`src/rtl/riscv_seq_ctrl_if.sv`:
```
// Control/status bundle between the core's decode/branch logic and the sequencer.
// Valid/ready note: there is no handshake; every signal is a level sampled on the rising clk edge.
interface riscv_seq_ctrl_if;
  logic        run;
  logic        invalid_i;
  logic        stall_i;
  logic        branch_taken_i;
  logic [31:0] branch_target_i;
  logic [31:0] pc_o;
  logic        write_en_o;
  logic        halted_o;
  logic [1:0]  err_o;
  logic [31:0] retired_o;
  logic        busy_o;
  logic [2:0]  state;

  modport master (
    output run, invalid_i, stall_i, branch_taken_i, branch_target_i,
    input  pc_o, write_en_o, halted_o, err_o, retired_o, busy_o, state
  );

  modport slave (
    input  run, invalid_i, stall_i, branch_taken_i, branch_target_i,
    output pc_o, write_en_o, halted_o, err_o, retired_o, busy_o, state
  );
endinterface

```
`src/rtl/riscv_seq_ctrl.sv`:
```
// Multi-cycle FETCH/EXEC/WB sequencer owning the program counter, the
// register-file write strobe, the halt cause and the retired-instruction count.
module riscv_seq_ctrl #(
  parameter logic [31:0] RESET_PC = 32'h0000_0000,
  parameter int          MEM_LAT  = 1
) (
  input logic             clk,
  input logic             rst_n,
  riscv_seq_ctrl_if.slave bus
);

  typedef enum logic [2:0] {
    IDLE  = 3'd0,
    FETCH = 3'd1,
    EXEC  = 3'd2,
    WB    = 3'd3,
    HALT  = 3'd4
  } state_t;

  localparam logic [1:0] ERR_NONE      = 2'd0;
  localparam logic [1:0] ERR_INVALID   = 2'd1;
  localparam logic [1:0] ERR_MISALIGN  = 2'd2;
  localparam logic [3:0] LAT_LOAD      = 4'(MEM_LAT - 1);

  state_t      state, state_nxt;
  logic [3:0]  cnt, cnt_nxt;
  logic [31:0] pc, pc_nxt;
  logic [1:0]  err, err_nxt;
  logic [31:0] retired, retired_nxt;

  always_ff @(posedge clk or negedge rst_n) begin
    if (!rst_n) begin
      state   <= IDLE;
      cnt     <= 4'd0;
      pc      <= RESET_PC;
      err     <= ERR_NONE;
      retired <= 32'd0;
    end else begin
      state   <= state_nxt;
      cnt     <= cnt_nxt;
      pc      <= pc_nxt;
      err     <= err_nxt;
      retired <= retired_nxt;
    end
  end

  always_comb begin
    state_nxt   = state;
    cnt_nxt     = cnt;
    pc_nxt      = pc;
    err_nxt     = err;
    retired_nxt = retired;
    case (state)
      IDLE: begin
        if (bus.run) begin
          state_nxt = FETCH;
          cnt_nxt   = LAT_LOAD;
        end
      end
      FETCH: begin
        if (cnt != 4'd0) cnt_nxt   = cnt - 4'd1;
        else             state_nxt = EXEC;
      end
      EXEC: begin
        // A bad opcode halts even while the core is asking to stall.
        if (bus.invalid_i) begin
          state_nxt = HALT;
          err_nxt   = ERR_INVALID;
        end else if (!bus.stall_i) begin
          state_nxt = WB;
        end
      end
      WB: begin
        // The register write is committed in this cycle, so it retires even
        // when the redirect target turns out to be misaligned.
        retired_nxt = retired + 32'd1;
        if (bus.branch_taken_i && (bus.branch_target_i[1:0] != 2'b00)) begin
          state_nxt = HALT;
          err_nxt   = ERR_MISALIGN;
        end else begin
          pc_nxt = bus.branch_taken_i ? bus.branch_target_i : pc + 32'd4;
          if (bus.run) begin
            state_nxt = FETCH;
            cnt_nxt   = LAT_LOAD;
          end else begin
            state_nxt = IDLE;
          end
        end
      end
      HALT: begin
        state_nxt = HALT;
      end
      default: begin
        state_nxt = IDLE;
      end
    endcase
  end

  assign bus.pc_o       = pc;
  assign bus.write_en_o = (state == WB);
  assign bus.halted_o   = (state == HALT);
  assign bus.err_o      = err;
  assign bus.retired_o  = retired;
  assign bus.busy_o     = (state == FETCH) || (state == EXEC) || (state == WB);
  assign bus.state      = state;

endmodule

```
`src/flat_wrapper.sv`:
```
// flat-port wrapper written by rule: the top's interface ports become plain ports
module riscv_seq_ctrl_flat 
#(
  parameter logic [31:0] RESET_PC = 32'h0000_0000,
  parameter int          MEM_LAT  = 1
)
  (clk, rst_n, bus_run, bus_invalid_i, bus_stall_i, bus_branch_taken_i, bus_branch_target_i, bus_pc_o, bus_write_en_o, bus_halted_o, bus_err_o, bus_retired_o, bus_busy_o, bus_state);
  riscv_seq_ctrl_if bus_i ();
  input logic clk;
  input logic rst_n;
  input wire logic [$bits(bus_i.run)-1:0] bus_run;
  input wire logic [$bits(bus_i.invalid_i)-1:0] bus_invalid_i;
  input wire logic [$bits(bus_i.stall_i)-1:0] bus_stall_i;
  input wire logic [$bits(bus_i.branch_taken_i)-1:0] bus_branch_taken_i;
  input wire logic [$bits(bus_i.branch_target_i)-1:0] bus_branch_target_i;
  output wire logic [$bits(bus_i.pc_o)-1:0] bus_pc_o;
  output wire logic [$bits(bus_i.write_en_o)-1:0] bus_write_en_o;
  output wire logic [$bits(bus_i.halted_o)-1:0] bus_halted_o;
  output wire logic [$bits(bus_i.err_o)-1:0] bus_err_o;
  output wire logic [$bits(bus_i.retired_o)-1:0] bus_retired_o;
  output wire logic [$bits(bus_i.busy_o)-1:0] bus_busy_o;
  output wire logic [$bits(bus_i.state)-1:0] bus_state;
  assign bus_i.run = bus_run;
  assign bus_i.invalid_i = bus_invalid_i;
  assign bus_i.stall_i = bus_stall_i;
  assign bus_i.branch_taken_i = bus_branch_taken_i;
  assign bus_i.branch_target_i = bus_branch_target_i;
  assign bus_pc_o = bus_i.pc_o;
  assign bus_write_en_o = bus_i.write_en_o;
  assign bus_halted_o = bus_i.halted_o;
  assign bus_err_o = bus_i.err_o;
  assign bus_retired_o = bus_i.retired_o;
  assign bus_busy_o = bus_i.busy_o;
  assign bus_state = bus_i.state;
  riscv_seq_ctrl #(.RESET_PC(RESET_PC), .MEM_LAT(MEM_LAT)) u_core (.clk(clk), .rst_n(rst_n), .bus(bus_i));
endmodule
```
`config.mk`:
```
export PLATFORM = sky130hd
export DESIGN_NAME = riscv_seq_ctrl_flat
export DESIGN_NICKNAME = d
export VERILOG_FILES = /design/src/rtl/riscv_seq_ctrl_if.sv /design/src/rtl/riscv_seq_ctrl.sv /design/src/flat_wrapper.sv
export SDC_FILE = /design/constraint.sdc
export NUM_CORES = 1
export LEC_CHECK = 0
export CORE_ASPECT_RATIO = 0.8
export CORE_MARGIN = 2
export CORE_UTILIZATION = 45
export CTS_BUF_LIST = sky130_fd_sc_hd__clkbuf_2
export DETAILED_ROUTE_END_ITERATION = 8
export PLACE_DENSITY = 0.79
export SLEW_MARGIN = 5
export SYNTH_ARGS = -nofsm -noshare
export SYNTH_HDL_FRONTEND = slang
export SYNTH_SLANG_ARGS = --single-unit
```
`constraint.sdc`:
```
create_clock -name clk -period 2 [get_ports clk]
set_input_delay 0.3 -clock clk [delete_from_list [all_inputs] [get_ports clk]]
set_output_delay 0.3 -clock clk [all_outputs]
set_load 0.05 [all_outputs]
```
==> impl_metrics.env <==
export IMPL_status="complete, no violations"
export IMPL_cap_violations=0
export IMPL_wl_per_cell_microns=16.38
export IMPL_fin_crit_sh_pct=97.55
export IMPL_io_buffers=109
export IMPL_placed_cell_area_sq_um=5449
export IMPL_ys_top_cells_by_area="dfrtp_1 (46%), xnor2_1 (6.0%), nand2_1 (4.3%)"
export IMPL_fin_hold_ws_ns=0.2668
export IMPL_clock_sinks=73
export IMPL_timing_fmax_mhz=512.6
export IMPL_ant_nets=0
export IMPL_multi_input_area_sq_um=2068
export IMPL_slew_headroom_pct=65.07
export IMPL_worstSetupPathType="reg -> reg"
export IMPL_ys_warn_count=0
export IMPL_drive_gt1_share_pct=20.49
export IMPL_finalPower_w=0.006537
export IMPL_fin_ws_ns=0.04906
export IMPL_finalInstanceArea_sq_um=5618
export IMPL_dr_pass1_iters=5
export IMPL_grt_pass1_wl_mm=18.04
export IMPL_max_stage_delay_ns=0.43
export IMPL_peakVddDrop_uv=862.4
export IMPL_insertion_delay_ns=0.54
export IMPL_viasPerCell=5.640
export IMPL_synthCells=430
export IMPL_num_io_pins=110
export IMPL_h_tree_depth=3
export IMPL_critPathBufInv=1
export IMPL_cts_tree="built"
export IMPL_cts_buffer_depth=2
export IMPL_rows=30
export IMPL_n_antenna_cell=0
export IMPL_syn_area_sq_um=3956
export IMPL_post_route_min_period_ns=1.951
export IMPL_synth_top_area_share_pct=46.17
export IMPL_core_sq_um=8521
export IMPL_antenna_found_initial=0
export IMPL_nets=608
export IMPL_crit_chain="and4_2 > nand3_2 > buf_4 > or3_1 > nor4_2 > nor3_1"
export IMPL_required_ns=2.43
export IMPL_grt_usage_pct=24.18
export IMPL_crit_slowest_cell="or3_1"
export IMPL_n_fill_cell=701
export IMPL_synth_top_cell_by_area="dfrtp_1"
export IMPL_cts_clk_slew_worst_paths_ns=0.22
export IMPL_end_kind="register"
export IMPL_ys_seq_area_share_pct=46.17
export IMPL_via_count=3852
export IMPL_regArea_sq_um=1856
export IMPL_grt_max_degree=40
export IMPL_hpwl_mm=8.348
export IMPL_synth_common_cells="dfrtp_1 (73), nand2_1 (45), nor2_1 (29)"
export IMPL_ys_flop_type="dfrtp_1"
export IMPL_yosysUniqueCellTypes=59
export IMPL_gp_congestion=0.8922
export IMPL_synth_nets=472
export IMPL_worstHoldPathType="in -> async"
export IMPL_rsz0062_at_grt="yes"
export IMPL_wl_mm=11.19
export IMPL_async_reset_ff_share_pct=100.0
export IMPL_dieArea_sq_um=9562
export IMPL_worst_slew_pin_slew_ns=0.5261
export IMPL_finalHoldViolCount=0
export IMPL_synth_edf_count=0
export IMPL_fin_worst_skew_ns=0.02241
export IMPL_place_ws_ns=0.006310
export IMPL_worstPathArrival_ns=2.38
export IMPL_finalMaxSlewViolations=0
export IMPL_start_kind="register"
export IMPL_die_x_microns=108.8
export IMPL_areaGrowthSynthToFinish_pct=42.00
export IMPL_grt_pass1_vias=3726
export IMPL_overflow=0
export IMPL_power_density_nw_per_um2=1164
export IMPL_cts_root_buf="clkbuf_2"
export IMPL_cts_buffers=9
export IMPL_drtIter0Drc=226
export IMPL_die_h_microns=87.87
export IMPL_path_max_fanout=6
export IMPL_path_delay_family="simple AND/OR/NAND/NOR gates"
export IMPL_start_util_pct=46.43
export IMPL_synth_seq_cells=73
export IMPL_yosysMostFrequentCell="dfrtp_1"
export IMPL_final_setup_tns_ns=0
export IMPL_drc=0
export IMPL_setup_viol=0
export IMPL_leakage_nw=2.486
export IMPL_syn_area_per_cell_sq_um=9.201
[final timing paths]
| kind | start | to | slack, ns | depth (start not counted) |
|---|---|---|---|---|
| min | rst_n | u_core.bus.pc_o[22]$_DFFE_PN0P_ | 0.27 | 2 |
| max in group asynchronous | rst_n | u_core.bus.pc_o[5]$_DFFE_PN0P_ | 1.14 | 3 |
| max reg2reg | u_core.bus.pc_o[11]$_DFFE_PN0P_ | u_core.bus.pc_o[23]$_DFFE_PN0P_ | 0.05 | 6 |
| max | u_core.bus.pc_o[11]$_DFFE_PN0P_ | u_core.bus.pc_o[23]$_DFFE_PN0P_ | 0.05 | 6 |
| min in group clk | bus_branch_target_i[11] | u_core.bus.pc_o[11]$_DFFE_PN0P_ | 0.34 | 3 |
| min reg2reg | u_core.bus.retired_o[31]$_DFFE_PN0P_ | u_core.bus.retired_o[31]$_DFFE_PN0P_ | 0.50 | 1 |
[report_power, final]
part | leakage [nW] | internal (W) | total (W) | switching (W)
combinational | 1.49 | 0.00109 | 0.00319 | 0.00210
clock | 0.0923 | 0.000538 | 0.00110 | 0.000564
sequential | 0.902 | 0.00183 | 0.00225 | 0.000414
total | 2.49 | 0.00346 | 0.00654 | 0.00307
[metrics by stage]
step,util [%],std cells
CTS,65.07,679
finish,65.93,683
detailed placement,63.95,662
global route,65.93,683
floorplan,-,430
global placement,63.95,662
[sequential cells by signal (all words and copies together), names as in the netlist]
signal / count
u_core.bus.err_o: 2
u_core.bus.pc_o: 32
u_core.bus.retired_o: 32
u_core.bus.state: 3
u_core.cnt: 4
[layer usage]
metal	global-route usage, %	share of wire (%)	wire, microns	up-vias
met2	38.35	47	5234	174
met3	6.994	7.7	863	10
met4	6.410	0.85	95	0
met5	0	0	0	-
li1	-	-	-	1825
met1	32.74	45	4994	1843
[what timing repair did]
action,in CTS,in global routing
resized for setup,69,24
hold buffers,1,0
hold endpoints to repair,38,0
setup endpoints to repair,67,23
buffers inserted,0,4
pin swaps,0,1
[final cells by class]
cell class | count | area share (%)
Inverter | 11 | 0.8241
Tap cell | 112 | 2.494
Timing Repair Buffer | 150 | 23.96
Multi-Input combinational cell | 321 | 36.82
Sequential cell | 73 | 33.03
Clock inverter | 7 | 2.071
Clock buffer | 9 | 0.8018
[cells in the final DEF (no fill, tap or decap), types with 12 or more instances in the layout]
cell              n
clkbuf_2         13
clkdlybuf4s50_1  36
xnor2_1          27
dfrtp_1          50
nor2_1           28
a21oi_1          28
nand3_1          26
dlygate4sd2_1    57
dfrtp_2          23
buf_4            42
o21ai_0          26
and3_1           12
nand2_1          45
[cell families after synthesis]
| kind of cell | share of synthesized area [%] |
|---|---|
| mux | 1.265 |
| flops | 46.17 |
| simple gates | 24.57 |
| fa+ha+maj | 1.265 |
| compound gates | 15.50 |
| buf+inv | 3.921 |
| xor+xnor | 7.306 |
[worst reg2reg max path, stage by stage, from the launching register on]
cell	delay (ns)
dfrtp_2	0.40
and4_2	0.27
nand3_2	0.16
buf_4	0.20
or3_1	0.43
nor4_2	0.31
nor3_1	0.08
(Power assumes the default switching activity.)
